**src/rtl/cpu_pkg.sv**
```systemverilog
// Shared constants for the 8-bit RISC CPU control path: opcodes, instruction
// phases and the {PC_addr, PC_actve} address-mux select encodings.
package cpu_pkg;

  localparam logic [2:0] OP_HLT = 3'd0;
  localparam logic [2:0] OP_SKZ = 3'd1;
  localparam logic [2:0] OP_ADD = 3'd2;
  localparam logic [2:0] OP_AND = 3'd3;
  localparam logic [2:0] OP_XOR = 3'd4;
  localparam logic [2:0] OP_LDA = 3'd5;
  localparam logic [2:0] OP_STO = 3'd6;
  localparam logic [2:0] OP_JMP = 3'd7;

  typedef enum logic [2:0] {
    PH_INST_ADDR  = 3'd0,
    PH_INST_FETCH = 3'd1,
    PH_INST_LOAD  = 3'd2,
    PH_IDLE       = 3'd3,
    PH_OP_ADDR    = 3'd4,
    PH_OP_FETCH   = 3'd5,
    PH_ALU_OP     = 3'd6,
    PH_STORE      = 3'd7
  } phase_t;

  // Encoded as {PC_addr, PC_actve}
  localparam logic [1:0] SEL_INST = 2'b01;
  localparam logic [1:0] SEL_DATA = 2'b11;
  localparam logic [1:0] SEL_HOLD = 2'b00;

  function automatic logic is_aluop(input logic [2:0] op);
    return (op == OP_ADD) || (op == OP_AND) || (op == OP_XOR) || (op == OP_LDA);
  endfunction

endpackage

```
**src/rtl/cpu_sequencer_if.sv**
```systemverilog
// Control bundle between the sequencer and the CPU datapath: enable, opcode and
// zero flag in, mux selects, strobes, halt and phase out.
interface cpu_sequencer_if #(
  parameter int OPCODE_W = 3,
  parameter int PHASE_W  = 3
);
  logic                en;
  logic [OPCODE_W-1:0] opcode;
  logic                zero;
  logic                PC_addr;
  logic                PC_actve;
  logic                rd;
  logic                wr;
  logic                ld_ir;
  logic                ld_ac;
  logic                ld_pc;
  logic                inc_pc;
  logic                data_e;
  logic                halt;
  logic [PHASE_W-1:0]  phase;

  modport master (
    input  en, opcode, zero,
    output PC_addr, PC_actve, rd, wr, ld_ir, ld_ac, ld_pc, inc_pc, data_e, halt, phase
  );

  modport slave (
    output en, opcode, zero,
    input  PC_addr, PC_actve, rd, wr, ld_ir, ld_ac, ld_pc, inc_pc, data_e, halt, phase
  );
endinterface

```
**src/rtl/cpu_sequencer_phase_counter.sv**
```systemverilog
// Free-running instruction phase counter; advances on en unless held, and wraps
// naturally from the last phase back to 0.
module phase_counter #(
  parameter int PHASE_W = 3
) (
  input  logic               clk,
  input  logic               rst,
  input  logic               en,
  input  logic               hold,
  output logic [PHASE_W-1:0] phase
);

  logic [PHASE_W-1:0] phase_reg;
  logic [PHASE_W-1:0] phase_next;

  always_comb begin
    phase_next = phase_reg;
    if (en && !hold) begin
      phase_next = phase_reg + 1'b1;
    end
  end

  always_ff @(posedge clk) begin
    if (rst) begin
      phase_reg <= '0;
    end else begin
      phase_reg <= phase_next;
    end
  end

  assign phase = phase_reg;

endmodule

```
**src/rtl/cpu_sequencer.sv**
```systemverilog
// Central control FSM of the 8-bit RISC CPU: walks each instruction through
// eight phases and decodes the datapath strobes from phase, opcode and flags.
module cpu_sequencer
  import cpu_pkg::*;
#(
  parameter int OPCODE_W = 3,
  parameter int PHASE_W  = 3
) (
  input logic             clk,
  input logic             rst,
  cpu_sequencer_if.master bus
);

  logic [PHASE_W-1:0]  phase_cnt;
  logic [OPCODE_W-1:0] op;
  phase_t              ph;
  logic                halted_reg;
  logic                halted_next;

  logic       aluop, sto, jmp, skz;
  logic [1:0] data_sel;
  logic [1:0] sel;
  logic       rd, wr, ld_ir, ld_ac, ld_pc, inc_pc, data_e, halt;

  assign op = bus.opcode;
  assign ph = phase_t'(phase_cnt);

  // Once halted the counter is frozen, leaving phase parked at OP_FETCH.
  phase_counter #(.PHASE_W(PHASE_W)) u_phase_counter (
    .clk   (clk),
    .rst   (rst),
    .en    (bus.en),
    .hold  (halted_reg),
    .phase (phase_cnt)
  );

  always_comb begin
    halted_next = halted_reg;
    if (bus.en && (ph == PH_OP_ADDR) && (op == OP_HLT)) begin
      halted_next = 1'b1;
    end
  end

  always_ff @(posedge clk) begin
    if (rst) begin
      halted_reg <= 1'b0;
    end else begin
      halted_reg <= halted_next;
    end
  end

  assign aluop    = is_aluop(op);
  assign sto      = (op == OP_STO);
  assign jmp      = (op == OP_JMP);
  assign skz      = (op == OP_SKZ);
  assign data_sel = (aluop || sto) ? SEL_DATA : SEL_HOLD;

  always_comb begin
    sel    = SEL_HOLD;
    rd     = 1'b0;
    wr     = 1'b0;
    ld_ir  = 1'b0;
    ld_ac  = 1'b0;
    ld_pc  = 1'b0;
    inc_pc = 1'b0;
    data_e = 1'b0;
    halt   = halted_reg;
    // Stalled or halted: everything quiet and the address mux holds.
    if (bus.en && !halted_reg) begin
      case (ph)
        PH_INST_ADDR: begin
          sel = SEL_INST;
        end
        PH_INST_FETCH: begin
          sel = SEL_INST;
          rd  = 1'b1;
        end
        PH_INST_LOAD, PH_IDLE: begin
          sel   = SEL_INST;
          rd    = 1'b1;
          ld_ir = 1'b1;
        end
        PH_OP_ADDR: begin
          inc_pc = 1'b1;
          halt   = (op == OP_HLT);
        end
        PH_OP_FETCH: begin
          sel = data_sel;
          rd  = aluop;
        end
        PH_ALU_OP: begin
          sel    = data_sel;
          rd     = aluop;
          inc_pc = skz && bus.zero;
          ld_pc  = jmp;
          data_e = sto;
        end
        PH_STORE: begin
          sel    = data_sel;
          rd     = aluop;
          ld_ac  = aluop;
          ld_pc  = jmp;
          wr     = sto;
          data_e = sto;
        end
        default: begin
          sel = SEL_HOLD;
        end
      endcase
    end
  end

  assign bus.PC_addr  = sel[1];
  assign bus.PC_actve = sel[0];
  assign bus.rd       = rd;
  assign bus.wr       = wr;
  assign bus.ld_ir    = ld_ir;
  assign bus.ld_ac    = ld_ac;
  assign bus.ld_pc    = ld_pc;
  assign bus.inc_pc   = inc_pc;
  assign bus.data_e   = data_e;
  assign bus.halt     = halt;
  assign bus.phase    = phase_cnt;

endmodule

```
**src/flat_wrapper.sv**
```systemverilog
// flat-port wrapper written by rule: the top's interface ports become plain ports
module cpu_sequencer_flat import cpu_pkg::*;
#(
  parameter int OPCODE_W = 3,
  parameter int PHASE_W  = 3
)
  (clk, rst, bus_en, bus_opcode, bus_zero, bus_PC_addr, bus_PC_actve, bus_rd, bus_wr, bus_ld_ir, bus_ld_ac, bus_ld_pc, bus_inc_pc, bus_data_e, bus_halt, bus_phase);
  cpu_sequencer_if #(.OPCODE_W(OPCODE_W), .PHASE_W(PHASE_W)) bus_i ();
  input logic clk;
  input logic rst;
  input wire logic [$bits(bus_i.en)-1:0] bus_en;
  input wire logic [$bits(bus_i.opcode)-1:0] bus_opcode;
  input wire logic [$bits(bus_i.zero)-1:0] bus_zero;
  output wire logic [$bits(bus_i.PC_addr)-1:0] bus_PC_addr;
  output wire logic [$bits(bus_i.PC_actve)-1:0] bus_PC_actve;
  output wire logic [$bits(bus_i.rd)-1:0] bus_rd;
  output wire logic [$bits(bus_i.wr)-1:0] bus_wr;
  output wire logic [$bits(bus_i.ld_ir)-1:0] bus_ld_ir;
  output wire logic [$bits(bus_i.ld_ac)-1:0] bus_ld_ac;
  output wire logic [$bits(bus_i.ld_pc)-1:0] bus_ld_pc;
  output wire logic [$bits(bus_i.inc_pc)-1:0] bus_inc_pc;
  output wire logic [$bits(bus_i.data_e)-1:0] bus_data_e;
  output wire logic [$bits(bus_i.halt)-1:0] bus_halt;
  output wire logic [$bits(bus_i.phase)-1:0] bus_phase;
  assign bus_i.en = bus_en;
  assign bus_i.opcode = bus_opcode;
  assign bus_i.zero = bus_zero;
  assign bus_PC_addr = bus_i.PC_addr;
  assign bus_PC_actve = bus_i.PC_actve;
  assign bus_rd = bus_i.rd;
  assign bus_wr = bus_i.wr;
  assign bus_ld_ir = bus_i.ld_ir;
  assign bus_ld_ac = bus_i.ld_ac;
  assign bus_ld_pc = bus_i.ld_pc;
  assign bus_inc_pc = bus_i.inc_pc;
  assign bus_data_e = bus_i.data_e;
  assign bus_halt = bus_i.halt;
  assign bus_phase = bus_i.phase;
  cpu_sequencer #(.OPCODE_W(OPCODE_W), .PHASE_W(PHASE_W)) u_core (.clk(clk), .rst(rst), .bus(bus_i));
endmodule
```
**config.mk**
```make
export PLATFORM = sky130hd
export DESIGN_NAME = cpu_sequencer_flat
export DESIGN_NICKNAME = d
export VERILOG_FILES = /design/src/rtl/cpu_pkg.sv /design/src/rtl/cpu_sequencer_if.sv /design/src/rtl/cpu_sequencer_phase_counter.sv /design/src/rtl/cpu_sequencer.sv /design/src/flat_wrapper.sv
export SDC_FILE = /design/constraint.sdc
export NUM_CORES = 1
export LEC_CHECK = 0
export ABC_AREA = 1
export BUFFER_PORTS_ARGS = -buffer_cell sky130_fd_sc_hd__buf_2
export CAP_MARGIN = 20
export CORE_AREA = 2 2 39 41
export CTS_CLUSTER_DIAMETER = 80
export CTS_CLUSTER_SIZE = 14
export DETAILED_ROUTE_END_ITERATION = 10
export DIE_AREA = 0 0 41 43
export HOLD_SLACK_MARGIN = 0.06
export PLACE_DENSITY_LB_ADDON = 0.2
export SKIP_CTS_REPAIR_TIMING = 1
export SLEW_MARGIN = 25
export SYNTH_ARGS = -nofsm -noshare
export SYNTH_HDL_FRONTEND = slang
export SYNTH_SLANG_ARGS = --single-unit
```
**constraint.sdc**
```tcl
create_clock -name clk -period 1.5 [get_ports clk]
set_input_delay 0.225 -clock clk [delete_from_list [all_inputs] [get_ports clk]]
set_output_delay 0.225 -clock clk [all_outputs]
set_load 0.005 [all_outputs]
```
==> impl_metrics.py, run 1 <==
metrics = {
    "die": {
        "io_pins": 20,
        "die_w_microns": 41,
        "num_rows": 14,
        "die_area_sq_um": 1760,
        "start_util_pct": 30.5,
        "core_sq_um": 1380,
        "dieHeight_microns": 43,
    },
    "grt": {
        "grt_max_degree": 11,
        "overflow": 0,
        "grt_pass1_wl_microns": 1510,
        "grt.total_usage_pct": 12.1,
        "grt_pass1_vias": 407,
        "antenna_found_initial": 0,
    },
    "power_and_ir_drop": {
        "swShare_pct": 29.1,
        "ir_worst_vdd_uv": 354,
        "pwr-share-seq_pct": 35.1,
        "internal_power_mw": 0.243,
        "power_frac_comb_pct": 27.3,
        "powerDensity_nw_per_um2": 501,
        "switching_power_mw": 0.0995,
        "p_leak_nw": 0.367,
        "power_frac_clock_pct": 37.7,
    },
    "critical_path": {
        "path_buf_inv": 2,
        "worst-path-max-fanout": 5,
        "critPathLaunchType": "register",
        "crit_slowest_cell": "dfxtp_4",
        "criticalPathCategory": "register to primary output",
        "worstPathCellList": "ha_4 > ha_4 > inv_4 > nand3_4 > nand4_1 > nand2_1 > buf_2",
        "startpoint": "u_core.u_phase_counter.phase[1]",
        "endpoint_kind": "primary output",
        "cpPeakStageDelay_ps": 360,
        "crit_family": "flip-flops",
        "arrival_ps": 1330,
        "r2r_start": "u_core.u_phase_counter.phase[1]",
        "cp_common_cell": "ha_4",
        "crit_required_ps": 1270,
    },
    "synth": {
        "synth_cell_type_count": 15,
        "synth_area_sq_um": 422,
        "yosysSeqAreaShare_pct": 19.0,
        "syn_avg_cell_area_sq_um": 5.94,
        "ys_warn_count": 0,
        "syn-instance-count": 71,
        "synth_seq_cells": 4,
        "synth_nets": 85,
    },
    "layout": {
        "layout.cells.non_filler": 112,
        "nFillCells": 157,
        "syn_to_final_growth_pct": 62.0,
        "diodes": 0,
        "fin_nets": 112,
        "largest_register_ffs": 3,
        "drive_gt1_share_pct": 47.9,
    },
    "worst_hold_path": {
        "hp-class": "primary input to register",
        "hp-start": "rst",
    },
    "sta": {
        "holdWs_ps": 192,
        "timing.setup.tns_ps": -193,
        "fin_skew_ps": 1.56,
        "fmax_mhz": 643,
        "worst_slew_pin_slew_ps": 230,
        "rsz0062_at_grt": "true",
        "maxSlewViolCount": 0,
        "fin_crit_ps": 1560,
        "layout_setup_ws_ps": -56.3,
        "slew_headroom_pct": 84.6,
        "hold_viol_final": 0,
        "setup_viol": 8,
        "fin_crit_sh_pct": 104,
    },
    "clocking": {
        "clockBufferDepth": 2,
        "cts_tree": "done",
        "root_buffer": "clkbuf_4",
        "cts.clk_slew.worst_paths_ps": 30,
        "cts.sinks": 4,
        "cts_buffers": 3,
        "htreeDepth": 1,
        "clock_latency_ps": 230,
    },
    "detailed_routing": {
        "wire_per_inst_microns": 9.34,
        "vias": 514,
        "drcViolationCount": 0,
        "vias_per_cell": 4.59,
        "ant_nets": 0,
        "first_iter_violations": 3,
        "firstDrtPassIters": 2,
        "routed_wl_microns": 1050,
    },
    "status": {
        "failed_checks": "setup timing",
        "status": "finished, violations left",
    },
    "placement": {
        "place.gp.congestion": 0.750,
        "portBuffers": 19,
        "hpwlAfterDp_microns": 825,
        "dp_cells": 108,
    },
    "job": {
        "max_cap_viol_count": 0,
    },
}
worst paths after layout:
path                                                        end  slack, ps  depth (start not counted)
worst max register to register  u_core.u_phase_counter.phase[2]        360                          4
worst min register to register                u_core.halted_reg        470                          2
worst max-delay path                               bus_PC_actve        -60                          7
worst min-delay path            u_core.u_phase_counter.phase[1]        190                          2
cell type report:
type                    count  area, sq um  area share, %
well taps                  16         20.0           2.93
multi-input cells          54          380           55.7
clock buffers               3         22.5           3.30
inverters                  13         53.8           7.88
flip-flops and latches      4         88.8           13.0
repair buffers             22          118           17.2
power groups by stage:
stage               clock (mW)  combinational (mW)  sequential [mW]
floorplan                    0              0.0453            0.118
global placement             0              0.0799            0.118
detailed placement           0              0.0806            0.118
CTS                      0.138              0.0809            0.116
global route             0.140               0.106            0.121
finish                   0.129              0.0933            0.120
layout by cell type (no fill, tap or decap):
cell       n
nand3_4    1
buf_4      3
clkbuf_4   3
a21oi_1    7
buf_2     19
ha_4       4
inv_2      2
nand2_1   17
inv_4      2
nand2_2    3
or2_1      1
nand4_1    1
nand2_4    1
dfxtp_4    2
or2_0      1
nand3b_1   1
nor2_1     7
nand3_1    2
o21ai_1    1
ha_2       2
ha_1       1
nor2_2     3
inv_1      9
nor3_1     1
dfxtp_2    1
dfxtp_1    1
kinds of logic (layout without fill, tap and decap cells):
kind of cell / Yosys count / in the layout / synth area share (%)
and+or+nand+nor: 39 / 39 / 39.2
buffers and inverters: 13 / 38 / 11.6
AOI/OAI and AO/OA: 8 / 8 / 9.49
adders and majority gates: 7 / 7 / 20.8
DFF: 4 / 4 / 19.0
metal layers:
metal  GRT usage, %  part of all wire (%)  vias up
li1               -                     -      273
met2           20.3                    55        9
met3              0                   3.6        0
met4           8.00                     0        0
met1           14.1                    41      232
met5              0                     0        -
cells in the mapped netlist (all sizes together):
| library cell | number | area share, % |
|---|---|---|
| nand2 | 21 | 19 |
| inv | 13 | 12 |
| nor2 | 10 | 8.9 |
| a21oi | 7 | 8.3 |
| ha | 7 | 21 |
| dfxtp | 4 | 19 |
| nand3 | 3 | 3.6 |
| or2 | 2 | 3.0 |
| nand3b | 1 | 1.8 |
| nand4 | 1 | 1.5 |
| nor3 | 1 | 1.2 |
| o21ai | 1 | 1.2 |
stage by stage:
step / power (mW) / setup slack, ps / util [%] / area (sq um)
6_report: 0.342 / -56.3 / 49.4 / 683
5_1_grt: 0.367 / -136 / 49.4 / 683
2_1_floorplan: 0.164 / 220 / - / 422
3_3_place_gp: 0.198 / 59.2 / 39.9 / 552
3_5_place_dp: 0.199 / 64.1 / 39.9 / 552
4_1_cts: 0.335 / -192 / 41.5 / 574
No activity file was read; power rests on OpenSTA's default activity.
==> run 2: changes to the inputs <==
--- a/config.mk
+++ b/config.mk
@@ -7,7 +7,7 @@
 export LEC_CHECK = 0
 export ABC_AREA = 1
 export BUFFER_PORTS_ARGS = -buffer_cell sky130_fd_sc_hd__buf_2
-export CAP_MARGIN = 20
+export CAP_MARGIN = 10
 export CORE_AREA = 2 2 39 41
 export CTS_CLUSTER_DIAMETER = 80
 export CTS_CLUSTER_SIZE = 14
@@ -15,8 +15,10 @@
 export DIE_AREA = 0 0 41 43
 export HOLD_SLACK_MARGIN = 0.06
 export PLACE_DENSITY_LB_ADDON = 0.2
+export REMOVE_ABC_BUFFERS = 1
 export SKIP_CTS_REPAIR_TIMING = 1
 export SLEW_MARGIN = 25
 export SYNTH_ARGS = -nofsm -noshare
 export SYNTH_HDL_FRONTEND = slang
 export SYNTH_SLANG_ARGS = --single-unit
+export TNS_END_PERCENT = 50
==> impl_metrics.py, run 2 (same netlist as run 1, synthesis figures left out) <==
metrics = {
    "status": {
        "status": "finished, violations left",
        "failed_checks": "setup timing",
    },
    "placement": {
        "portBuffers": 19,
        "hpwlAfterDp_microns": 825,
        "place.gp.congestion": 0.750,
        "place_ws_ps": 64.1,
        "dp_cells": 108,
    },
    "detailed_routing": {
        "routed_wl_microns": 1040,
        "firstDrtPassIters": 2,
        "drcViolationCount": 0,
        "vias": 508,
        "wire_per_inst_microns": 9.41,
        "vias_per_cell": 4.58,
        "ant_nets": 0,
        "first_iter_violations": 3,
    },
    "sta": {
        "fin_crit_ps": 1560,
        "maxSlewViolCount": 0,
        "fin_crit_sh_pct": 104,
        "setup_viol": 8,
        "layout_setup_ws_ps": -56.0,
        "holdWs_ps": 192,
        "fmax_mhz": 643,
        "rsz0062_at_grt": "true",
        "slew_headroom_pct": 84.6,
        "fin_skew_ps": 1.56,
        "worst_slew_pin_slew_ps": 230,
        "timing.setup.tns_ps": -189,
        "hold_viol_final": 0,
    },
    "layout": {
        "layout.cells.non_filler": 111,
        "register_area_sq_um": 88.8,
        "largest_register_ffs": 3,
        "final_core_util_pct": 48.6,
        "nFillCells": 160,
        "drive_gt1_share_pct": 46.3,
        "syn_to_final_growth_pct": 59.6,
        "fin_nets": 111,
        "final_cell_mix": "buf_2, nand2_1, inv_1",
        "diodes": 0,
        "final_common_cell": "buf_2",
        "multi_input_area_sq_um": 378,
    },
    "grt": {
        "grt.total_usage_pct": 12.1,
        "grt_pass1_vias": 407,
        "grt_max_degree": 11,
        "antenna_found_initial": 0,
        "grt_pass1_wl_microns": 1510,
        "overflow": 0,
    },
    "critical_path": {
        "critPathLaunchType": "register",
        "endpoint_kind": "primary output",
        "r2r_cells": 4,
        "reg2reg_slack_ps": 360,
        "worst-path-max-fanout": 5,
        "r2r-end": "u_core.u_phase_counter.phase[2]",
        "r2r_start": "u_core.u_phase_counter.phase[1]",
        "crit_required_ps": 1270,
        "arrival_ps": 1330,
        "criticalPathCategory": "register to primary output",
    },
    "power_and_ir_drop": {
        "powerDensity_nw_per_um2": 503,
        "p_leak_nw": 0.364,
        "ir_worst_vdd_uv": 355,
    },
    "worst_hold_path": {
        "worst_hold_path.endpoint": "u_core.u_phase_counter.phase[1]",
        "hold_depth": 2,
        "hp-start": "rst",
        "hp-class": "primary input to register",
    },
    "job": {
        "max_cap_viol_count": 0,
    },
    "die": {
        "num_rows": 14,
        "io_pins": 20,
        "die_w_microns": 41,
        "start_util_pct": 30.5,
        "dieHeight_microns": 43,
        "die_area_sq_um": 1760,
        "core_sq_um": 1380,
    },
    "clocking": {
        "root_buffer": "clkbuf_4",
        "cts_buffers": 3,
        "clock_latency_ps": 230,
        "cts.clk_slew.worst_paths_ps": 30,
        "clockBufferDepth": 2,
        "cts_tree": "done",
        "htreeDepth": 1,
        "cts.sinks": 4,
    },
}
[run 2: metal layers]
| metal | global-route usage (%) | routed length (microns) | part of all wire [%] | vias up |
|---|---|---|---|---|
| met5 | 0 | 0 | 0 | - |
| met3 | 0 | 38 | 3.6 | 0 |
| met4 | 8.00 | 0 | 0 | 0 |
| li1 | - | - | - | 270 |
| met1 | 14.1 | 434 | 42 | 229 |
| met2 | 20.3 | 571 | 55 | 9 |
[run 2: worst max-delay path, stage by stage, from the launching register on]
cell     delay, ps
dfxtp_4        360
ha_4           180
ha_4           160
inv_4           60
nand3_4         60
nand4_1        100
nand2_1         50
buf_2          120
[run 2: final cells by class]
class                           instances  area share [%]
Inverter                               13            7.99
Sequential cell                         4            13.2
Multi-Input combinational cell         54            56.1
Clock buffer                            3            3.35
Timing Repair Buffer                   21            16.4
Tap cell                               16            2.97
[run 2: where the power goes]
part / switching (mW) / internal [mW] / total, mW
clock network: 0.0397 / 0.0892 / 0.129
logic: 0.0498 / 0.0397 / 0.0895
registers: 0.00935 / 0.111 / 0.120
[run 2: how the worst max path moves through the flow]
stage	to	slack, ps	depth (start not counted)	start
final	bus_PC_actve	-60	7	u_core.u_phase_counter.phase[1]
after global routing	bus_rd	-130	7	u_core.u_phase_counter.phase[1]
after CTS	bus_PC_actve	-190	7	u_core.u_phase_counter.phase[0]
after detailed placement	bus_PC_actve	60	7	u_core.u_phase_counter.phase[0]
after global placement	bus_PC_actve	60	7	u_core.u_phase_counter.phase[0]
after floorplan	bus_PC_actve	220	6	u_core.u_phase_counter.phase[0]
[run 2: per-stage QoR]
| stage | power (mW) | cell area, sq um |
|---|---|---|
| after floorplan | 0.164 | 422 |
| after global placement | 0.198 | 552 |
| after detailed placement | 0.199 | 552 |
| after CTS | 0.335 | 574 |
| after global routing | 0.364 | 673 |
| final | 0.339 | 673 |
==> run 3: changes to the inputs <==
--- a/config.mk
+++ b/config.mk
@@ -17,6 +17,7 @@
 export PLACE_DENSITY_LB_ADDON = 0.2
 export REMOVE_ABC_BUFFERS = 1
 export SKIP_CTS_REPAIR_TIMING = 1
+export SKIP_LAST_GASP = 1
 export SLEW_MARGIN = 25
 export SYNTH_ARGS = -nofsm -noshare
 export SYNTH_HDL_FRONTEND = slang
==> impl_metrics.py, run 3 (same netlist as run 1, synthesis figures left out) <==
metrics = {
    "critical_path": {
        "r2r_start": "u_core.u_phase_counter.phase[1]",
        "r2r-end": "u_core.u_phase_counter.phase[2]",
        "reg2reg_slack_ps": 350,
        "crit_required_ps": 1270,
        "cp_common_cell": "ha_4",
        "crit_family": "flip-flops",
        "crit_slowest_cell": "dfxtp_4",
        "criticalPathCategory": "register to primary output",
        "critPathLaunchType": "register",
        "worstPathCellList": "ha_4 > ha_4 > inv_4 > nand3_4 > nand4_1 > nand2_1 > buf_2",
        "r2r_cells": 4,
        "endpoint_kind": "primary output",
        "path_buf_inv": 2,
        "worst-path-max-fanout": 5,
        "startpoint": "u_core.u_phase_counter.phase[1]",
        "cpPeakStageDelay_ps": 360,
        "arrival_ps": 1340,
    },
    "grt": {
        "overflow": 0,
        "grt_pass1_vias": 407,
        "antenna_found_initial": 0,
        "grt_max_degree": 11,
        "grt.total_usage_pct": 12.1,
        "grt_pass1_wl_microns": 1510,
    },
    "die": {
        "die_w_microns": 41,
        "num_rows": 14,
        "start_util_pct": 30.5,
        "die_area_sq_um": 1760,
        "core_sq_um": 1380,
        "dieHeight_microns": 43,
        "io_pins": 20,
    },
    "power_and_ir_drop": {
        "internal_power_mw": 0.239,
        "pwr-share-seq_pct": 35.7,
        "swShare_pct": 29.0,
        "power_frac_clock_pct": 38.2,
        "switching_power_mw": 0.0979,
        "ir_worst_vdd_uv": 356,
        "p_leak_nw": 0.349,
        "powerDensity_nw_per_um2": 505,
        "power_frac_comb_pct": 26.2,
    },
    "sta": {
        "rsz0062_at_grt": "true",
        "fin_skew_ps": 1.16,
        "fmax_mhz": 641,
        "worst_slew_pin_slew_ps": 229,
        "fin_crit_ps": 1560,
        "hold_viol_final": 0,
        "setup_viol": 8,
        "timing.setup.tns_ps": -233,
        "fin_crit_sh_pct": 104,
        "maxSlewViolCount": 0,
        "holdWs_ps": 192,
        "layout_setup_ws_ps": -60.8,
        "slew_headroom_pct": 84.7,
    },
    "detailed_routing": {
        "firstDrtPassIters": 4,
        "drcViolationCount": 0,
        "ant_nets": 0,
        "vias": 508,
        "wire_per_inst_microns": 9.44,
        "routed_wl_microns": 1050,
        "vias_per_cell": 4.58,
        "first_iter_violations": 4,
    },
    "clocking": {
        "clock_latency_ps": 230,
        "cts.clk_slew.worst_paths_ps": 30,
        "cts_buffers": 3,
        "cts.sinks": 4,
        "clockBufferDepth": 2,
        "htreeDepth": 1,
        "root_buffer": "clkbuf_4",
        "cts_tree": "done",
    },
    "status": {
        "failed_checks": "setup timing",
        "status": "finished, violations left",
    },
    "layout": {
        "final_cell_mix": "buf_2, nand2_1, inv_1",
        "final_core_util_pct": 48.3,
        "syn_to_final_growth_pct": 58.5,
        "nFillCells": 164,
        "fin_nets": 111,
        "drive_gt1_share_pct": 46.3,
        "design_area_sq_um": 668,
        "largest_register_ffs": 3,
        "final_common_cell": "buf_2",
        "multi_input_area_sq_um": 373,
        "diodes": 0,
        "register_area_sq_um": 88.8,
    },
    "placement": {
        "dpl-instance-area_sq_um": 552,
        "place.gp.congestion": 0.750,
        "hpwlAfterDp_microns": 825,
        "portBuffers": 19,
    },
    "job": {
        "max_cap_viol_count": 0,
    },
    "worst_hold_path": {
        "hp-start": "rst",
        "hold_depth": 2,
        "worst_hold_path.endpoint": "u_core.u_phase_counter.phase[1]",
        "hp-class": "primary input to register",
    },
}
-- run 3: cell counts in the layout (fill, tap and decap cells not counted) --
Identical to the previous run, type by type.
-- run 3: final cells by class --
| cell class | count | share of cell area, % |
|---|---|---|
| Clock buffer | 3 | 3.37 |
| Sequential cell | 4 | 13.3 |
| Timing Repair Buffer | 21 | 16.5 |
| Tap cell | 16 | 3.00 |
| Inverter | 13 | 8.05 |
| Multi-Input combinational cell | 54 | 55.8 |
-- run 3: layer usage --
layer | track usage [%] | share of wire, %
met1 | 14.1 | 41
met2 | 20.3 | 55
met3 | 0 | 3.9
met4 | 8.00 | 0
met5 | 0 | 0
-- run 3: stage by stage --
step | instances | power (mW) | worst slack (ps)
after floorplan | 71 | 0.164 | 220
after global placement | 108 | 0.198 | 59.2
after detailed placement | 108 | 0.199 | 64.1
after CTS | 111 | 0.335 | -192
after global routing | 111 | 0.363 | -133
final | 111 | 0.337 | -60.8
-- run 3: worst max-delay path by stage --
stage / to / slack, ps / cells after the start
after floorplan: bus_PC_actve / 220 / 6
after global placement: bus_PC_actve / 60 / 7
after detailed placement: bus_PC_actve / 60 / 7
after CTS: bus_PC_actve / -190 / 7
after global routing: bus_rd / -130 / 7
final: bus_PC_actve / -60 / 7
-- run 3: power by group through the flow --
stage / Combinational (mW) / Clock [mW] / Sequential [mW]
5_1_grt: 0.101 / 0.140 / 0.121
6_report: 0.0883 / 0.129 / 0.120
3_5_place_dp: 0.0806 / 0 / 0.118
3_3_place_gp: 0.0799 / 0 / 0.118
2_1_floorplan: 0.0453 / 0 / 0.118
4_1_cts: 0.0809 / 0.138 / 0.116
-- run 3: worst reg2reg max path, stage by stage (launching register included) --
cell,delay (ps)
dfxtp_4,360
ha_4,180
ha_4,200
or2_1,220
a21oi_1,110
